File: config.mk
export PLATFORM = sky130hd
export DESIGN_NAME = if_prefetch_queue
export DESIGN_NICKNAME = d
export VERILOG_FILES = /design/src/rtl/if_prefetch_queue.sv
export SDC_FILE = /design/constraint.sdc
export NUM_CORES = 1
export LEC_CHECK = 0
export ABC_CLOCK_PERIOD_IN_PS = 6200
export BUFFER_PORTS_ARGS = -buffer_cell sky130_fd_sc_hd__buf_2
export CELL_PAD_IN_SITES_DETAIL_PLACEMENT = 0
export CELL_PAD_IN_SITES_GLOBAL_PLACEMENT = 2
export CORE_ASPECT_RATIO = 1.2
export CORE_MARGIN = 4
export CORE_UTILIZATION = 35
export CTS_BUF_LIST = sky130_fd_sc_hd__clkbuf_4 sky130_fd_sc_hd__clkbuf_8 sky130_fd_sc_hd__clkbuf_16
export CTS_CLUSTER_DIAMETER = 30
export DETAILED_ROUTE_END_ITERATION = 16
export PLACE_DENSITY = 0.79
export SLEW_MARGIN = 5
export SYNTH_ARGS = -nofsm -noshare
export SYNTH_HDL_FRONTEND = slang
export SYNTH_SLANG_ARGS = --single-unit
export TNS_END_PERCENT = 50
File: constraint.sdc
create_clock -name clock -period 6.2 [get_ports clock]
set_input_delay 1.24 -clock clock [delete_from_list [all_inputs] [get_ports clock]]
set_output_delay 1.24 -clock clock [all_outputs]
set_load 0.02 [all_outputs]
File: src/rtl/if_prefetch_queue.sv
// Instruction-fetch stage with a DEPTH-entry prefetch queue. It fetches
// sequential words ahead of Decode using a req/gnt/rvalid memory handshake
// with at most one request outstanding. A redirect flushes the queue, and
// any in-flight response is dropped.
module if_prefetch_queue #(
  parameter int unsigned     XLEN     = 32,
  parameter int unsigned     DEPTH    = 4,
  parameter logic [XLEN-1:0] RESET_PC = '0
) (
  input  logic                       clock,
  input  logic                       reset,
  input  logic                       stall_ip,
  input  logic                       redirect_valid_ip,
  input  logic [XLEN-1:0]            redirect_pc_ip,
  output logic                       mem_req_op,
  output logic [XLEN-1:0]            mem_addr_op,
  input  logic                       mem_gnt_ip,
  input  logic                       mem_rvalid_ip,
  input  logic [31:0]                mem_rdata_ip,
  output logic                       instr_valid_op,
  output logic [31:0]                instr_data_op,
  output logic [XLEN-1:0]            instr_pc_addr_op,
  output logic [$clog2(DEPTH):0]     occupancy_op
);

  localparam int unsigned PW = $clog2(DEPTH);
  localparam int unsigned CW = PW + 1;

  typedef enum logic [1:0] {
    IDLE,
    WAIT,
    DROP
  } fetch_state_e;

  fetch_state_e    state_q, state_d;
  logic [XLEN-1:0] fetch_pc_q, fetch_pc_d;
  logic [XLEN-1:0] req_pc_q, req_pc_d;
  logic [PW-1:0]   rd_ptr_q, rd_ptr_d;
  logic [PW-1:0]   wr_ptr_q, wr_ptr_d;
  logic [CW-1:0]   count_q, count_d;
  logic [31:0]     qdata_q [DEPTH];
  logic [31:0]     qdata_d [DEPTH];
  logic [XLEN-1:0] qpc_q [DEPTH];
  logic [XLEN-1:0] qpc_d [DEPTH];

  logic issue, grant, push, pop, head_valid;

  // Head outputs, request strobe, and the visible count (all forced quiet during reset)
  always_comb begin
    head_valid       = (count_q != '0);
    issue            = !reset && (state_q == IDLE) && (count_q < CW'(DEPTH));
    mem_req_op       = issue;
    mem_addr_op      = fetch_pc_q;
    instr_valid_op   = !reset && head_valid;
    instr_data_op    = instr_valid_op ? qdata_q[rd_ptr_q] : '0;
    instr_pc_addr_op = instr_valid_op ? qpc_q[rd_ptr_q] : '0;
    occupancy_op     = reset ? '0 : count_q;
  end

  // Next-state for fetch FSM, fetch PC and queue; redirect overrides everything
  always_comb begin
    state_d    = state_q;
    fetch_pc_d = fetch_pc_q;
    req_pc_d   = req_pc_q;
    rd_ptr_d   = rd_ptr_q;
    wr_ptr_d   = wr_ptr_q;
    count_d    = count_q;
    qdata_d    = qdata_q;
    qpc_d      = qpc_q;

    grant = issue && mem_gnt_ip;
    push  = (state_q == WAIT) && mem_rvalid_ip;
    pop   = head_valid && !stall_ip;

    unique case (state_q)
      IDLE: begin
        if (grant) begin
          state_d    = WAIT;
          req_pc_d   = fetch_pc_q;
          fetch_pc_d = fetch_pc_q + XLEN'(4);
        end
      end
      WAIT:    if (mem_rvalid_ip) state_d = IDLE;
      DROP:    if (mem_rvalid_ip) state_d = IDLE;
      default: state_d = IDLE;
    endcase

    if (redirect_valid_ip) begin
      // A granted or still-pending request belongs to the old path. It must
      // be drained in DROP, not pushed into the queue.
      fetch_pc_d = redirect_pc_ip & ~XLEN'(3);
      rd_ptr_d   = '0;
      wr_ptr_d   = '0;
      count_d    = '0;
      unique case (state_q)
        IDLE:    state_d = grant ? DROP : IDLE;
        WAIT:    state_d = mem_rvalid_ip ? IDLE : DROP;
        DROP:    state_d = mem_rvalid_ip ? IDLE : DROP;
        default: state_d = IDLE;
      endcase
    end else begin
      if (push) begin
        qdata_d[wr_ptr_q] = mem_rdata_ip;
        qpc_d[wr_ptr_q]   = req_pc_q;
        wr_ptr_d          = wr_ptr_q + PW'(1);
      end
      if (pop) begin
        rd_ptr_d = rd_ptr_q + PW'(1);
      end
      count_d = count_q + CW'(push) - CW'(pop);
    end
  end

  // Control state registers with synchronous reset
  always_ff @(posedge clock) begin
    if (reset) begin
      state_q    <= IDLE;
      fetch_pc_q <= RESET_PC;
      req_pc_q   <= '0;
      rd_ptr_q   <= '0;
      wr_ptr_q   <= '0;
      count_q    <= '0;
    end else begin
      state_q    <= state_d;
      fetch_pc_q <= fetch_pc_d;
      req_pc_q   <= req_pc_d;
      rd_ptr_q   <= rd_ptr_d;
      wr_ptr_q   <= wr_ptr_d;
      count_q    <= count_d;
    end
  end

  // Queue storage; contents are qualified by count, so no reset is needed
  always_ff @(posedge clock) begin
    qdata_q <= qdata_d;
    qpc_q   <= qpc_d;
  end

endmodule

* After elaboration in Yosys (flattened, before gate mapping)
Index checks and enable logic that the tools add are counted.
** Cells by class
- $add $sub $neg :: 5
- $mul :: 0
- Divide/modulo/power cells :: 0
- Order comparisons :: 4
- Equality and inequality tests :: 4
- Shift operators :: 0
- Multiplexer cells :: 23
- Bitwise operators :: 3
- Reductions and logical operators :: 19
** Operator list (count)
- 32-bit 2-to-1 mux :: 10
- 128-bit bitwise mux :: 2
- 32-bit binary-select mux with 2-bit select :: 2
- 32-bit demux with 2-bit select :: 1
- 32-bit by 3-bit adder with 32-bit output, second input constant :: 1
- 2-bit 2-to-1 mux :: 5
- 2-bit one-hot mux with 2 select lines :: 2
- 2-bit AND reduction :: 4
- 1-bit logical AND :: 7
- 3-bit >= comparator, second input constant :: 2
- 2-bit NOT with 3-bit output :: 2
- 2-bit by 1-bit adder with 2-bit output, second input constant :: 2
- 2-bit nonzero test :: 2
- 2-bit OR reduction :: 2
- 3-bit by 1-bit adder with 3-bit output :: 1
- 3-bit by 1-bit < comparator with 1-bit output, second input constant :: 1
- 3-bit < comparator, second input constant :: 1
- 3-bit 2-to-1 mux :: 1
- 3-bit by 1-bit inequality test with 1-bit output, second input constant :: 1
- 3-bit inequality test, second input constant :: 1
- 3-bit nonzero test :: 1
- 3-bit by 1-bit subtractor with 3-bit output :: 1
- 2-bit by 1-bit equality test with 1-bit output, second input constant :: 1
- 2-bit equality test, second input constant :: 1
- other kinds (3) :: 4
** Word-level totals
- Register bits :: 329
- Latch bits :: 0
- Bits in writable memories :: 0
- ROM bits :: 0
- Output and inout bits :: 101
- Memories :: 0

* Logic depth before layout (Yosys ltp)
Gate-level depths: netlist (run 1).
- Depth in word-level cells :: 7
- Gate-level depth with buffers :: 11
- Mapped depth without buffers :: 11

* Worst setup path after synthesis (run 1)
No wires, ideal clock.
- Path kind :: input port to flip-flop
- Start :: input port redirect_valid_ip
- End :: register qdata_q[0] (netlist name) (enable)
- Arrival time :: 3253 ps
- Data required time :: 5773 ps
- Setup slack :: 2520 ps
- Cell stages on the path :: 4
- Buffers on the path :: 2
- Cells stage by stage :: clkbuf_1 > clkbuf_1 > nor2_1 > and2_1
** On the way
- Longest elaborated chain between the ends :: 2
** RTL lines
- start: declaration :: line 13 : input logic redirect_valid_ip,
- 1-bit NOT (no source line)
- 2-bit AND reduction (no source line)
- end signal: assignment :: line 135 : qdata_q <= qdata_d;
- end: declaration :: line 41 : logic [31:0] qdata_q [DEPTH];
No other way between the ends.
A chain may end at the register's enable or synchronous reset.

* Worst setup path after layout (run 1)
- Start :: register rd_ptr_q[0]
- End :: output port instr_data_op[0]
** On the way
- Longest elaborated chain between the ends :: 5
** RTL lines
- start: declaration :: line 38 : logic [PW-1:0] rd_ptr_q, rd_ptr_d;
- start signal: assignment :: line 127 : rd_ptr_q <= rd_ptr_d;
- 2-bit NOT with 3-bit output (not written as such) :: line 55 : instr_data_op = instr_valid_op ? qdata_q[rd_ptr_q] : '0;
- 32-bit binary-select mux with 2-bit select :: line 55
- 32-bit 2-to-1 mux (not written as such) (2 in a row) :: line 55
- 32-bit 2-to-1 mux :: line 55
- end: declaration :: line 21 : output logic [31:0] instr_data_op,
No other way between the ends. The select of a mux whose other input is x is not followed.

==> results of run 1 <==
[kinds of logic (layout without fill, tap and decap cells)]
kind of cell	after synthesis	in the layout	share of synthesized area
fa+ha+maj	11	11	0.0113
mux	62	62	0.108
flops	317	317	0.685
xor+xnor	13	13	0.00883
simple gates	284	284	0.119
other cells	1	4	0.000291
compound gates	90	90	0.0460
buf+inv	67	287	0.0214
[final cells by class]
| class | count | area (um2) | share of cell area |
|---|---|---|---|
| repair buffers | 170 | 866 | 0.0540 |
| clock inverters | 45 | 472 | 0.0294 |
| inverters | 13 | 48.8 | 0.00304 |
| multi-input cells | 464 | 3820 | 0.238 |
| clock buffers | 59 | 1420 | 0.0887 |
| well taps | 468 | 586 | 0.0365 |
| flip-flops and latches | 317 | 8840 | 0.551 |
[cells in the final DEF, fill, tap and decap left out, types with 5 or more instances in the layout]
cell type and count:
bufinv_16 5, mux4_2 62, a311o_1 5, and3_1 8, o21ai_0 11, dfxtp_1 67
nor4_1 9, clkinvlp_4 5, and2_1 64, nor2_1 29, buf_4 6, nor2b_1 5
nand2b_1 5, or4_1 7, o211ai_1 6, a311oi_1 7, a21oi_1 37, a211oi_1 8
nand4_1 16, clkinv_2 6, nand2_1 89, inv_6 17, nand3_1 14, inv_1 12
ha_1 10, clkinv_4 5, nor3_1 11, edfxtp_1 248, buf_2 164, clkbuf_16 56
xnor2_1 9
[Yosys cell counts (2+ instances only)]
library cell	instances
nand2_1	89
ha_1	10
a221oi_1	2
buf_2	6
buf_1	11
o31ai_1	3
nor4bb_1	2
edfxtp_1	248
nor3b_1	3
a32oi_1	3
inv_1	12
or3_1	2
nand2b_1	5
and3_1	8
and2_1	68
o211ai_1	6
mux4_2	62
nand4_1	16
nand3_1	14
o21ai_0	11
nand3_4	2
nor3_1	11
and4_1	2
a311oi_1	7
nor2_1	30
nor2b_1	5
or4_1	7
a21oi_1	37
nor4_1	9
nand3b_1	2
or3b_2	2
a311o_1	5
xnor2_1	9
dfxtp_1	69
a211oi_1	8
buf_4	4
clkbuf_1	32
xor2_1	4
[where the power goes]
group / switching (W) / internal, W / total (W)
sequential: 0.0000460 / 0.00232 / 0.00236
clock: 0.00109 / 0.00192 / 0.00300
combinational: 0.000120 / 0.0000701 / 0.000190
total: 0.00125 / 0.00430 / 0.00556
[routing by layer]
layer,track usage,wire (um)
met4,0.0450,660
met3,0.0361,1760
met1,0.189,12500
met5,0,0
met2,0.238,13800
[through the flow]
| step | setup WS [ns] | instances | cell area, um2 | hold WS [ns] | power, W |
|---|---|---|---|---|---|
| 4_1_cts | 1.82 | 1536 | 16000 | 0.497 | 0.00563 |
| 6_report | 1.99 | 1536 | 16000 | 0.493 | 0.00556 |
| 3_5_place_dp | 2.10 | 1432 | 14200 | 0.490 | 0.00260 |
| 2_1_floorplan | 2.52 | 848 | 12900 | 0.460 | 0.00251 |
| 3_3_place_gp | 2.13 | 1432 | 14200 | 0.472 | 0.00259 |
| 5_1_grt | 1.67 | 1536 | 16000 | 0.519 | 0.00576 |
[flip-flops by register name, indices dropped and copies added (netlist names)]
name	count
qdata_q	128
qpc_q	120
mem_addr_op	30
req_pc_q	30
count_q	3
rd_ptr_q	2
state_q	2
wr_ptr_q	2
[worst max path at each step]
| stage | startpoint | endpoint | slack, ns | depth (start not counted) |
|---|---|---|---|---|
| floorplan | redirect_valid_ip | qdata_q[0]$_DFFE_PP_ | 2.52 | 4 |
| global placement | reset | instr_pc_addr_op[6] | 2.13 | 4 |
| detailed placement | reset | instr_data_op[0] | 2.10 | 4 |
| CTS | rd_ptr_q[0]$_SDFFE_PP0P_ | instr_data_op[0] | 1.82 | 4 |
| global route | rd_ptr_q[0]$_SDFFE_PP0P_ | instr_data_op[0] | 1.67 | 4 |
| finish | rd_ptr_q[0]$_SDFFE_PP0P_ | instr_data_op[0] | 1.99 | 4 |
[worst reg2reg max path: stages, from the launching register on]
cell and delay, ns:
dfxtp_1 0.31, inv_1 0.09, ha_1 0.36, and3b_1 0.94, nand4_1 0.26, or4_1 0.45, a311oi_1 0.26
==> results.md, run 1 <==
* Ys flop type: edfxtp_1
* Max Cap Viol at 0
* Clock Latency Late Sink at between 0.5 and 0.6 ns
* Fin crit share at 0.678
* H-tree Lvls at 2
* Startpoint Class: flip-flop
* CTS max path bufs at 3
* EDFF count, synth at 248
* Syn_area_per_cell at 15.3 um2
* Min-delay src: req_pc_q[3]$_SDFFE_PP0P_
* Hold WC Path Type: flip-flop to flip-flop
* First-pass GRT wire length at 45.5 mm
* F_max at 238 MHz
* Bufs and invs on worst path at 2
* # setup viols final at 0
* Yosys top cell area share at 0.578
* Slew headroom at 0.200
* Max incr delay on CP at 0.91 ns
* Dpl hpwl at 17.3 mm
* Worst r2r src: state_q[1]$_SDFFE_PP0P_
* Synth unique cells at 57
* Maximum VDD drop at 0.000195 V
* I/O pin count at 171
* Clock sinks at 317
* Syn. warnings at 0
* Die ar. at approximately 0.04 mm2
* Synth-to-layout area growth at 24.5%
* #FFs+latches synth at 317
* Min cycle time layout at 4.21 ns
* Mapped Cells at 845
* Drt drc at 0
* Routed vias/inst at 4.97
* Leading area contributor after synthesis: edfxtp_1
* Total Routed Length at 28.8 mm
* Root buffer cell: clkbuf_16
* DR WL/cell at 18.7 um
* Cell area power density at 346 mW/mm2
* Post-route ant nets at 0
* Worst EP arrival at between 2 and 3 ns
* Port Buffers at 164
* Actual slew at the worst max-slew pin at 1.19 ns
* Post-Syn Area at 0.0129 mm2
* Leakage power at about 5.6 nW
* Die span in x at 183 um
* Vias at 7634
* CP Capture Type: output port
* Crit-path slowest cell: dfxtp_4
* Hold buffer count at CTS at 0
* CTS tree: yes
* Total CTS buffers at between 50 and 60
* Run status: finished clean
* CP top delay family: flip-flops
* Max Slew Vio Count at 0
* RD Place Congestion at 0.755
* Worst hold path cell count at 2
* Total grt overflow at 0
* Post-CTS Setup Bufs at 0
* Die height at 218 um
* Starting DRT DRC Count at approximately 350
* Starting Density at 0.357
* R2r setup slk at 3.45 ns
* Clock Pin Slew Worst Setup and Hold Paths at 0.06 ns
* Initial antenna violation count at 0
* Total core area at 0.0361 mm2
* Setup Total Neg Slack at 0 ns
* Overall routing resource usage at 0.144
* RSZ-0062 raised after global routing: false
* Final Util at 0.444
* Min-Delay Endpoint: req_pc_q[3]$_SDFFE_PP0P_
* Reg2Reg Depth at 6
* Post-cts sizing count at 0
* Crit-path max FO at 42
* Net count, final at between 1000 and 1500
* Async SR Flop Fraction at 0
* CP Cell Sequence: buf_4, mux4_2, and2_1, buf_2
* Worst Clk Skew at 0.0247 ns
* Seq/Total Area, Yosys at 0.685
* Fillers at 3294
* Critical R2R Capture: mem_addr_op[29]$_SDFFE_PP0P_
* TritonRoute pass-1 iters at 6
* Top post-synthesis cells by area: edfxtp_1 (58%), mux4_2 (11%), dfxtp_1 (11%)
* Number of antenna diodes at 0
* CP Data Required Time at a little under 5 ns
* Fraction of layout cells with a size suffix above 1 at 0.327
* Vias in the first global route at 8051
* Largest net degree at the start of global routing at between 60 and 70
* Hold Violations, Final at 0
* Site Rows at 76
* WS Path Type: flip-flop to output port
No activity file was read; power rests on OpenSTA's default activity.
==> inputs of run 2 (changes only) <==
- ABC_CLOCK_PERIOD_IN_PS: 6200 -> 4200
- clock period: 6.2 -> 4.2 ns (I/O delays scaled with it)
==> results.md, run 2 (synthesis results as in run 1) <==
* Regs by FF count: qdata_q (128), qpc_q (120)
* Commonest non-fill, non-tap cell in the layout: edfxtp_1
* Fillers at 3308
* Drt drc at 0
* Number of antenna diodes at 0
* F_max at between 200 and 300 MHz
* Die ar. at 0.0400 mm2
* I/O pin count at ~170
* Post-cts sizing count at 0
* Total grt overflow at 0
* Routed vias/inst at between 5 and 6
* Pre-CTS setup slack at about 1.1 ns
* Worst Clk Skew at 0.0204 ns
* CP Capture Type: output port
* Die span in x at about 180 um
* Post-CTS Setup Bufs at 0
* Starting Density at 0.357
* Setup ws final at between 0.7 and 0.8 ns
* Root buffer cell: clkbuf_16
* Worst EP arrival at ~2.7 ns
* Min cycle time layout at 3.49 ns
* Port Buffers at 164
* Synth-to-layout area growth at 24.7%
* First-pass GRT wire length at 46.6 mm
* Overall routing resource usage at 0.149
* Die height at 218 um
* Hold buffer count at CTS at 0
* Most frequent cells in the layout: edfxtp_1 (248), buf_2 (164), nand2_1 (89), dfxtp_1 (67), and2_1 (64)
* Fin crit share at 0.832
* WHS at around 0.5 ns
* Setup Total Neg Slack at 0 ns
* Max Slew Vio Count at 0
* Largest net degree at the start of global routing at 64
* Multi-input logic area at 0.00382 mm2
* Final std cell area, no fill at 0.0161 mm2
* Slew headroom at 0.164
* Most flops, register: qdata_q
* Vias at slightly below 8000
* Placed Instance Area at 0.0142 mm2
* Total Routed Length at 29.7 mm
* Post-route ant nets at 0
* Fraction of layout cells with a size suffix above 1 at 0.330
* H-tree Lvls at 2
* Dpl hpwl at ~18 mm
* Clock sinks at 317
* RSZ-0062 raised after global routing: false
* Starting DRT DRC Count at 395
* FF+latch area at 0.00884 mm2
* Site Rows at 76
* Hold Violations, Final at 0
* Leakage power at 5.64 nW
* # setup viols final at 0
* WS Path Type: flip-flop to output port
* Vias in the first global route at 8149
* DR WL/cell at 19.3 um
* Run status: finished clean
* CP Data Required Time at 3.36 ns
* TritonRoute pass-1 iters at 5
* Max Cap Viol at 0
* Clock Latency Late Sink at 0.56 ns
* Hold WC Path Type: flip-flop to flip-flop
* Maximum VDD drop at 0.000372 V
* Crit-path max FO at 24
* Startpoint Class: flip-flop
* RD Place Congestion at 0.771
* Max FFs per register at 128
* Initial antenna violation count at 0
* Net count, final at 1108
* Total core area at 0.0361 mm2
* Total CTS buffers at 53
* Actual slew at the worst max-slew pin at 1.24 ns
* Clock Pin Slew Worst Setup and Hold Paths at 0.05 ns
* Cell area power density at 509 mW/mm2
* CTS tree: yes
* CTS max path bufs at 3
-- run 2: changes by cell type in the layout (fill, tap and decap cells not counted) --
cell / previous run / this run
inv_6: 17 / 12
clkbuf_8: 0 / 1
clkinv_2: 6 / 3
inv_8: 3 / 10
inv_16: 0 / 1
clkinvlp_4: 5 / 3
clkinv_8: 1 / 0
clkinv_1: 4 / 2
buf_4: 6 / 14
clkbuf_16: 56 / 54
-- run 2: report_power, final --
group / switching, W / internal [W] / leakage (nW)
clock: 0.00163 / 0.00279 / 0.916
sequential: 0.0000688 / 0.00342 / 2.79
combinational: 0.000179 / 0.000106 / 1.93
-- run 2: cell type report --
type                            instances  share of cell area
Sequential cell                       317               0.550
Multi-Input combinational cell        464               0.237
Clock buffer                           58              0.0863
Timing Repair Buffer                  178              0.0576
Tap cell                              468              0.0364
Clock inverter                         40              0.0294
Inverter                               13             0.00304
-- run 2: worst max-delay path, cell delays in order (launching register included) --
cell and delay, ns:
dfxtp_4 0.69, buf_4 0.44, mux4_2 0.60, and2_1 0.18, buf_2 0.15
-- run 2: path summary, 6_finish.rpt --
| path | start | endpoint | slack, ns | depth (start not counted) |
|---|---|---|---|---|
| setup / recovery | rd_ptr_q[0]$_SDFFE_PP0P_ | instr_pc_addr_op[22] | 0.71 | 4 |
| hold reg to reg | req_pc_q[21]$_SDFFE_PP0P_ | req_pc_q[21]$_SDFFE_PP0P_ | 0.50 | 2 |
| hold / removal | req_pc_q[21]$_SDFFE_PP0P_ | req_pc_q[21]$_SDFFE_PP0P_ | 0.50 | 2 |
| setup reg to reg | state_q[1]$_SDFFE_PP0P_ | mem_addr_op[16]$_SDFFE_PP0P_ | 1.62 | 6 |
-- run 2: stage by stage --
stage               power (W)  std cells   util
floorplan             0.00370        848      -
global placement      0.00383       1440  0.393
detailed placement    0.00384       1440  0.393
CTS                   0.00828       1538  0.445
global route          0.00847       1538  0.445
finish                0.00818       1538  0.445
-- run 2: metal layers --
layer  GRT usage  up-vias  routed length (um)
met4      0.0462        0                 611
met5           0        -                   0
met1       0.193     3805               12900
met3      0.0326       46                1660
met2       0.249      216               14500
li1            -     3647                   -
